### src/rtl/cpu_pkg.sv
// Shared constants and types for the 8-bit CPU sequencer.
package cpu_pkg;

  localparam int unsigned PC_W   = 8;
  localparam int unsigned DATA_W = 8;
  localparam int unsigned TMO_W  = 8;

  localparam logic [3:0] OP_NOP  = 4'h0;
  localparam logic [3:0] OP_JMP  = 4'hE;
  localparam logic [3:0] OP_HALT = 4'hF;

  typedef enum logic [2:0] {
    StIdle,
    StFetch,
    StDecode,
    StExec,
    StWb,
    StHalt
  } seq_state_e;

  function automatic logic [PC_W-1:0] jmp_target(input logic [3:0] operand);
    return {4'h0, operand};
  endfunction

endpackage

### src/rtl/seq_tmo_cnt.sv
// Loadable down-counter with expiry flag; bounds how long EXEC may wait for exec_done.
module seq_tmo_cnt #(
  parameter int unsigned Width = 8
) (
  input  logic             clk_i,
  input  logic             rst_ni,
  input  logic             load_i,
  input  logic [Width-1:0] load_val_i,
  input  logic             dec_i,
  output logic             expired_o
);

  logic [Width-1:0] cnt_d, cnt_q;

  always_comb begin
    cnt_d = cnt_q;
    if (load_i) begin
      cnt_d = load_val_i;
    end else if (dec_i && (cnt_q != '0)) begin
      cnt_d = cnt_q - Width'(1);
    end
  end

  always_ff @(posedge clk_i or negedge rst_ni) begin
    if (!rst_ni) begin
      cnt_q <= '0;
    end else begin
      cnt_q <= cnt_d;
    end
  end

  assign expired_o = (cnt_q == '0);

endmodule

### src/rtl/cpu_seq_ctrl.sv
// Multi-cycle FETCH/DECODE/EXEC/WB sequencer: owns PC and IR, drives imem, execute-unit
// and register-file write handshakes.
module cpu_seq_ctrl
  import cpu_pkg::*;
#(
  parameter int unsigned EXEC_TMO = 15
) (
  input  logic              clk,
  input  logic              reset_n,
  input  logic              run,
  input  logic              resume,
  output logic              imem_req,
  output logic [PC_W-1:0]   imem_addr,
  input  logic              imem_ack,
  input  logic [DATA_W-1:0] imem_rdata,
  output logic [DATA_W-1:0] ir,
  output logic [3:0]        opcode,
  output logic [3:0]        operand,
  output logic              exec_start,
  input  logic              exec_done,
  input  logic [DATA_W-1:0] exec_result,
  input  logic [3:0]        exec_waddr,
  output logic              rf_we,
  output logic [3:0]        rf_waddr,
  output logic [DATA_W-1:0] rf_wdata,
  output logic [3:0]        o_write_addr,
  output logic [DATA_W-1:0] o_write_data,
  output logic [PC_W-1:0]   pc,
  output logic              halted,
  output logic              err_tmo,
  output logic [15:0]       retire_cnt
);

  seq_state_e        state_d, state_q;
  logic [PC_W-1:0]   pc_d, pc_q;
  logic [DATA_W-1:0] ir_d, ir_q;
  logic              imem_req_d, imem_req_q;
  logic              exec_start_d, exec_start_q;
  logic              rf_we_d, rf_we_q;
  logic [3:0]        wb_addr_d, wb_addr_q;
  logic [DATA_W-1:0] wb_data_d, wb_data_q;
  logic [3:0]        o_waddr_d, o_waddr_q;
  logic [DATA_W-1:0] o_wdata_d, o_wdata_q;
  logic              halted_d, halted_q;
  logic              err_tmo_d, err_tmo_q;
  logic [15:0]       retire_d, retire_q;

  logic retire;
  logic tmo_load;
  logic tmo_expired;

  // Loaded with EXEC_TMO-1 so expiry is seen during the EXEC_TMO-th EXEC cycle.
  seq_tmo_cnt #(
    .Width (TMO_W)
  ) u_tmo_cnt (
    .clk_i      (clk),
    .rst_ni     (reset_n),
    .load_i     (tmo_load),
    .load_val_i (TMO_W'(EXEC_TMO - 1)),
    .dec_i      (state_q == StExec),
    .expired_o  (tmo_expired)
  );

  always_comb begin
    state_d      = state_q;
    pc_d         = pc_q;
    ir_d         = ir_q;
    imem_req_d   = imem_req_q;
    exec_start_d = 1'b0;
    rf_we_d      = 1'b0;
    wb_addr_d    = wb_addr_q;
    wb_data_d    = wb_data_q;
    o_waddr_d    = o_waddr_q;
    o_wdata_d    = o_wdata_q;
    halted_d     = halted_q;
    err_tmo_d    = err_tmo_q;
    retire_d     = retire_q;
    retire       = 1'b0;
    tmo_load     = 1'b0;

    unique case (state_q)
      StIdle: begin
        if (run) begin
          state_d    = StFetch;
          imem_req_d = 1'b1;
        end
      end
      StFetch: begin
        if (imem_ack) begin
          ir_d       = imem_rdata;
          imem_req_d = 1'b0;
          state_d    = StDecode;
        end
      end
      StDecode: begin
        case (ir_q[7:4])
          OP_HALT: begin
            state_d  = StHalt;
            halted_d = 1'b1;
          end
          OP_JMP: begin
            pc_d   = jmp_target(ir_q[3:0]);
            retire = 1'b1;
          end
          OP_NOP: begin
            pc_d   = pc_q + 8'd1;
            retire = 1'b1;
          end
          default: begin
            state_d      = StExec;
            exec_start_d = 1'b1;
            tmo_load     = 1'b1;
          end
        endcase
      end
      StExec: begin
        // Done takes priority over a coincident timeout.
        if (exec_done) begin
          wb_addr_d = exec_waddr;
          wb_data_d = exec_result;
          rf_we_d   = 1'b1;
          state_d   = StWb;
        end else if (tmo_expired) begin
          err_tmo_d = 1'b1;
          halted_d  = 1'b1;
          state_d   = StHalt;
        end
      end
      StWb: begin
        o_waddr_d = wb_addr_q;
        o_wdata_d = wb_data_q;
        pc_d      = pc_q + 8'd1;
        retire    = 1'b1;
      end
      StHalt: begin
        if (resume) begin
          pc_d       = pc_q + 8'd1;
          halted_d   = 1'b0;
          state_d    = run ? StFetch : StIdle;
          imem_req_d = run;
        end
      end
      default: begin
        state_d = StIdle;
      end
    endcase

    if (retire) begin
      retire_d   = retire_q + 16'd1;
      state_d    = run ? StFetch : StIdle;
      imem_req_d = run;
    end
  end

  always_ff @(posedge clk or negedge reset_n) begin
    if (!reset_n) begin
      state_q      <= StIdle;
      pc_q         <= '0;
      ir_q         <= '0;
      imem_req_q   <= 1'b0;
      exec_start_q <= 1'b0;
      rf_we_q      <= 1'b0;
      wb_addr_q    <= '0;
      wb_data_q    <= '0;
      o_waddr_q    <= '0;
      o_wdata_q    <= '0;
      halted_q     <= 1'b0;
      err_tmo_q    <= 1'b0;
      retire_q     <= '0;
    end else begin
      state_q      <= state_d;
      pc_q         <= pc_d;
      ir_q         <= ir_d;
      imem_req_q   <= imem_req_d;
      exec_start_q <= exec_start_d;
      rf_we_q      <= rf_we_d;
      wb_addr_q    <= wb_addr_d;
      wb_data_q    <= wb_data_d;
      o_waddr_q    <= o_waddr_d;
      o_wdata_q    <= o_wdata_d;
      halted_q     <= halted_d;
      err_tmo_q    <= err_tmo_d;
      retire_q     <= retire_d;
    end
  end

  assign imem_req     = imem_req_q;
  assign imem_addr    = imem_req_q ? pc_q : '0;
  assign ir           = ir_q;
  assign opcode       = ir_q[7:4];
  assign operand      = ir_q[3:0];
  assign exec_start   = exec_start_q;
  assign rf_we        = rf_we_q;
  assign rf_waddr     = wb_addr_q;
  assign rf_wdata     = wb_data_q;
  assign o_write_addr = o_waddr_q;
  assign o_write_data = o_wdata_q;
  assign pc           = pc_q;
  assign halted       = halted_q;
  assign err_tmo      = err_tmo_q;
  assign retire_cnt   = retire_q;

endmodule

### config.mk
export PLATFORM = sky130hd
export DESIGN_NAME = cpu_seq_ctrl
export DESIGN_NICKNAME = d
export VERILOG_FILES = /design/src/rtl/cpu_pkg.sv /design/src/rtl/seq_tmo_cnt.sv /design/src/rtl/cpu_seq_ctrl.sv
export SDC_FILE = /design/constraint.sdc
export NUM_CORES = 1
export LEC_CHECK = 0
export ABC_AREA = 1
export BUFFER_PORTS_ARGS = -buffer_cell sky130_fd_sc_hd__buf_2
export CORE_MARGIN = 2
export CORE_UTILIZATION = 32
export CTS_CLUSTER_SIZE = 8
export DETAILED_ROUTE_END_ITERATION = 10
export PLACE_DENSITY = 0.67
export SLEW_MARGIN = 20
export SYNTH_ARGS = -nofsm -noshare
export SYNTH_HDL_FRONTEND = slang
export SYNTH_HIERARCHICAL = 1
export SYNTH_SLANG_ARGS = --single-unit
### constraint.sdc
create_clock -name clk -period 1.5 [get_ports clk]
set_clock_uncertainty 0.05 [all_clocks]
set_input_delay 0.3 -clock clk [delete_from_list [all_inputs] [get_ports clk]]
set_output_delay 0.3 -clock clk [all_outputs]
set_load 0.05 [all_outputs]
# After elaboration in Yosys (flattened, before gate mapping)
# Index checks and enable logic that the tools add are counted.
word_totals:
  regBits: 72
  inputBits: 26
classes:
  bitwise_logic: 1
  n_reduce_logical: 18
  addsub: 3
  muxes: 31
  eq_ne: 18
op_table:
  columns: ["cell", "count"]
  rows:
  - ["two-way mux 8 bit", 4]
  - ["case mux 8 bit (3 select lines)", 1]
  - ["two-way mux 3 bit", 6]
  - ["case mux 3 bit (6 select lines)", 1]
  - ["adder 16 x 1 -> 16 bit (second input constant)", 1]
  - ["case mux 8 bit (2 select lines)", 1]
  - ["inequality test 3 bit (second input constant)", 5]
  - ["two-way mux 1 bit", 14]
  - ["inequality test 2 bit (second input constant)", 5]
  - ["adder 8 x 1 -> 8 bit (second input constant)", 1]
  - ["equality test 4 bit (second input constant)", 2]
  - ["zero test 8 bit", 1]
  - ["nonzero test 8 bit", 1]
  - ["subtractor 8 x 1 -> 8 bit (second input constant)", 1]
  - ["equality test 3 x 2 -> 1 bit (second input constant)", 2]
  - ["equality test 3 bit (second input constant)", 2]
  - ["case mux 1 bit (3 select lines)", 2]
  - ["case mux 3 bit (2 select lines)", 1]
  - ["AND reduction 3 bit", 2]
  - ["AND reduction 6 bit", 1]
  - ["nonzero test 3 bit", 2]
  - ["AND reduction 5 bit", 1]
  - ["zero test 4 bit", 1]
  - ["inequality test 4 bit (second input constant)", 1]
  - ["other kinds (11)", 12]

# Logic depth before layout (Yosys ltp)
depth:
  word_depth: 6
  depth_mapped: 11

# Cells and area by module
# Netlist, hierarchy kept.
by_module_without_submodules:
  columns: ["mod", "cells_per_inst", "area_each_um2", "n_inst", "seq_area_each_um2"]
  rows:
  - ["cpu_seq_ctrl", 434, 3369.5, 1, 1601.5]
  - ["seq_tmo_cnt", 93, 596.8, 1, 200.2]

# Least setup slack after synthesis
# Ideal clock, no wire load.
synth_timing:
  kind: "register -> register"
  start: "register ir_q[4] (netlist: ir[4])"
  end: "register u_tmo_cnt.cnt_q[0]"
  t_required_ns: 1.325
  t_arrival_ns: 1.772
  path_slack_ns: -0.447
  setup_time_ns: 0.125
  path_buffers: 1
  path_stages_with_launch: 9
  path_cell_list: "dfrtp_1 -> nor2_1 -> nand2_2 -> nand2_1 -> nor2_1 -> clkbuf_1 -> o21ai_0 -> nand2_1 -> o21ai_1"
synth_via:
  elab_chain_cells: 5
synth_lines:
  columns: ["item", "line_no", "rtl"]
  rows:
  - ["start: declaration", "cpu_seq_ctrl.sv:36", "logic [DATA_W-1:0] ir_d, ir_q;"]
  - ["start signal: assignment", "cpu_seq_ctrl.sv:173", "ir_q <= ir_d;"]
  - ["equality test 4 bit / zero test 4 bit (equally long branches)", null, null]
  - ["OR reduction 3 bit (no source line) (*)", null, null]
  - ["two-way mux 1 bit (*) (2 in a row)", null, null]
  - ["named net exec_start_d", "cpu_seq_ctrl.sv:38", "logic exec_start_d, exec_start_q;"]
  - ["two-way mux 8 bit / nonzero test 2 bit (equally long branches)", null, null]
  - ["end signal: assignment", "seq_tmo_cnt.sv:28", "cnt_q <= cnt_d;"]
  - ["end: declaration", "seq_tmo_cnt.sv:13", "logic [Width-1:0] cnt_d, cnt_q;"]
# The timed path passes the listed nets; every way through them passes the cells marked *.
# A chain may end at the register's enable or synchronous reset.

# Worst setup path after layout
layout_timing:
  start: "register imem_req_q (netlist: imem_req)"
  end: "output port imem_addr[4]"
layout_via:
  elab_chain_cells: 1
layout_lines:
  columns: ["item", "line_no", "rtl"]
  rows:
  - ["start: declaration", "cpu_seq_ctrl.sv:37", "logic imem_req_d, imem_req_q;"]
  - ["start signal: assignment", "cpu_seq_ctrl.sv:174", "imem_req_q <= imem_req_d;"]
  - ["two-way mux 8 bit", "cpu_seq_ctrl.sv:188", "assign imem_addr = imem_req_q ? pc_q : '0;"]
  - ["end: declaration", "cpu_seq_ctrl.sv:13", "output logic [PC_W-1:0] imem_addr,"]
# No other way between the ends.

==> results.md <==
- I/O pin cnt: 103
- Via count of the first global-routing pass: 3767
- Number of port buffers: 102
- Standard-cell row count: 40
- Antenna violations before repair: 0
- Core region area: 12100 µm²
- Total wire length: 10700 µm
- Sw Pwr: 6820 µW
- Sequential cell area: 1830 µm²
- Routed length per instance: 12.5 µm
- Total placed instance area: 5040 µm²
- Total congestion overflow: 0
- Max-capacitance violation count: 0
- Synthesized netlist cell count: 527
- Share of final-layout standard cells stronger than drive strength 1: 42.2%
- Iteration count of the initial detailed-routing pass: 4
- Worst slack at placement: -0.0690 ns
- Full die area: 13300 µm²
- Power after layout: 13700 µW
- Final net count: 715
- Residual DRC count: 0
- Crit Path Class: flip-flop to primary output
- Async set-or-reset flop fraction in the synthesized netlist: 100%
- Most instantiated flip-flop cell in the synthesis netlist: dfrtp_1
- Leakage power of the design: 0.00305 µW
- Portion of netlist area occupied by mux cells: 1.99%
- Final TNS setup: -0.463 ns
- First-pass GRT wire length: 17000 µm
- Share of synthesized area occupied by flip-flops and latches: 45.4%
- Clock tree root driver cell: clkbuf_16
- Post-DP HPWL: 7500 µm
- Total count of hold-check failures in the final report: 0
- PnR worst setup slack: -0.0499 ns
- Chip width: 115 µm
- Simple-gate share of the synthesized area: 33.2%
- Highest cell delay on the worst timing path: 0.42 ns
- CTS Buf Count: 9
- Final setup violating endpoints: 16
- Data required time of the worst path: 1.15 ns
- Clock transition at the registers of the reported paths: 0.06 ns
- Area occupied by multi-input gates: 2100 µm²
- Pin count of the biggest net entering global routing: 34
- Filler cell count in the final layout: 1165
- Overall Global Routing Usage: 15.9%
- Post-layout min period: 1.55 ns
- Fraction of power consumed by sequential logic: 24.2%
- CTS max path bufs: 2
- Antenna-violating nets left: 0
- Via density per instance: 4.56
- Critical Path End Type: primary output
- Post-synth top area share: 45.4%
- Number of levels in the clock H-tree: 3
- Internal power: 6910 µW
- Adder-cell share of the synthesized area: 1.26%
- Ant. Diodes: 0
- Synth area leaders: dfrtp_1, nand2_1, inv_1
- Clock tree from TritonCTS: done
- Kind of start point of the critical path: flip-flop
- Max-slew violations: 0
- Cell area after layout: 5890 µm²
- Net switching fraction of the power: 49.7%
- Overall via count from detail_route: 3913
- Compound-cell area share of the yosys netlist: 6.25%
- RSZ-0062 raised after global routing: true
- Clock insertion delay at the later pin of the skew report: 0.33 ns
- Cell area after synthesis: 3970 µm²
- Detailed router's first-iteration violation count: 206
- Data arrival, critical path: 1.20 ns
- Run status: finished, violations left
- Count of clock tree sinks: 72
- Die extent in y: 115 µm
- Failing checks: negative setup slack
- Routability-driven placement congestion ratio: 0.856
- Maximum clock frequency: 645 MHz
- Post-synthesis register bit count: 72
- Worst slack on hold paths: 0.118 ns
- Critical path's slowest cell: dfrtp_2
- Area added between synthesis and finish: 48.5%
- Maximum vdd drop: 0.00101 V
- Power share of the clock group: 18.0%
- Area leader, netlist: dfrtp_1
- Crit path max fanout: 5
- Number of enable-type register cells in the synthesized netlist: 0
- Effective utilization at floorplan: 32.9%
- Warnings, synthesis: 6
- Comb pwr share: 57.7%
- Min-Delay Path Class: primary input to flip-flop
- Dominant combinational cell family by area after synthesis: simple AND/OR/NAND/NOR gates
- Power Density: 2330 nW/µm²
- Xor and xnor area share after synthesis: 2.59%
- Share of the clock period used by the worst path after layout: 103%
- Cells along the critical path: buf_8, nand2_2, clkinvlp_4, buf_6
- Count of unique library cells instantiated by Yosys: 33
- Average cell area after synthesis: 7.53 µm²
-- final cells by class --
class / count / area share [%]
timing repair buffer: 158 / 18.9
multi-input combinational: 380 / 35.7
clock inverter: 7 / 2.02
tap: 168 / 3.57
clock buffer: 9 / 3.82
inverter: 64 / 4.91
sequential: 72 / 31.0
-- Yosys cell counts (4+ instances only) --
cell	instances
inv_2	6
o21ai_0	29
inv_1	56
xor2_1	6
buf_4	11
dfrtp_1	72
ha_1	4
o21ai_1	6
nor3_1	7
nand3_1	33
nor2_1	31
mux2_2	7
nand4_1	13
nand2_1	200
nand2_2	11
-- cells by family after synthesis --
family,Yosys count
and+or+nand+nor,307
xor gates and xnor gates,10
buffers and inverters,81
other,2
DFF,72
AOI/OAI and AO/OA,44
adders and majority gates,4
muxes,7
-- power groups by stage --
| stage | clock, µW | combinational (µW) | sequential, µW |
|---|---|---|---|
| 2_1_floorplan | 0 | 3260 | 5130 |
| 3_3_place_gp | 0 | 6720 | 3280 |
| 3_5_place_dp | 0 | 6870 | 3310 |
| 4_1_cts | 2540 | 7260 | 3290 |
| 5_1_grt | 2620 | 8520 | 3430 |
| 6_report | 2480 | 7920 | 3330 |
-- state kept, by name (all words and copies together), names as in the netlist --
signal           count
rf_wdata             8
o_write_data         8
pc                   8
halted               1
imem_req             1
rf_we                1
rf_waddr             4
ir                   8
u_tmo_cnt/cnt_q      8
exec_start           1
state_q              3
o_write_addr         4
err_tmo              1
retire_cnt          16
-- stage by stage --
step                std cells  utilization (%)
global route              858             48.8
detailed placement        822             41.8
global placement          822             41.8
CTS                       846             46.2
finish                    858             48.8
floorplan                 533                -
-- critical path: cells and delay by family (launching register included) --
kind	cells	cell delay (ns)
buffers and inverters	3	0.36
DFF	1	0.42
and+or+nand+nor	1	0.08
-- placed cells by master, fill, tap and decap left out, drive strengths merged, types with 3 or more instances in the layout --
cell type / Yosys / final
clkbuf: 3 / 11
ha: 4 / 4
xor2: 6 / 6
conb: 2 / 8
nand4: 13 / 13
mux2: 7 / 7
bufinv: 0 / 3
xnor2: 4 / 4
nand3: 33 / 33
dfrtp: 72 / 72
buf: 14 / 155
nand2: 214 / 214
o21ai: 36 / 36
nor2: 35 / 35
clkinvlp: 0 / 11
inv: 62 / 55
a21oi: 3 / 3
nand3b: 3 / 3
nor3: 7 / 7
-- timing repair --
action                                  CTS  global route
pin swaps                                 4            15
endpoints found under the hold margin    20             0
hold buffers                              1             0
setup buffers                             8            12
endpoints found under the setup margin   23            65
gates resized for setup                  41            68
-- worst paths after layout --
| path | from | to | slack (ns) | depth (start not counted) |
|---|---|---|---|---|
| worst max-delay path | imem_req | imem_addr[4] | -0.05 | 4 |
| min in group asynchronous | reset_n | u_tmo_cnt/cnt_q[7] | 0.37 | 2 |
| worst max register to register | state_q[1] | u_tmo_cnt/cnt_q[4] | -0.03 | 11 |
| max in group asynchronous | reset_n | o_write_data[1] | 0.55 | 3 |
| worst min register to register | o_write_addr[3] | o_write_addr[3] | 0.43 | 2 |
| worst min-delay path | exec_waddr[2] | rf_waddr[2] | 0.12 | 3 |
-- layer usage --
metal  share of wire (%)  track usage, %
met1                  42            19.2
met2                  52            28.3
met3                 3.5            3.58
met4                 1.9            4.74
met5                   0               0
(Power assumes the default switching activity.)
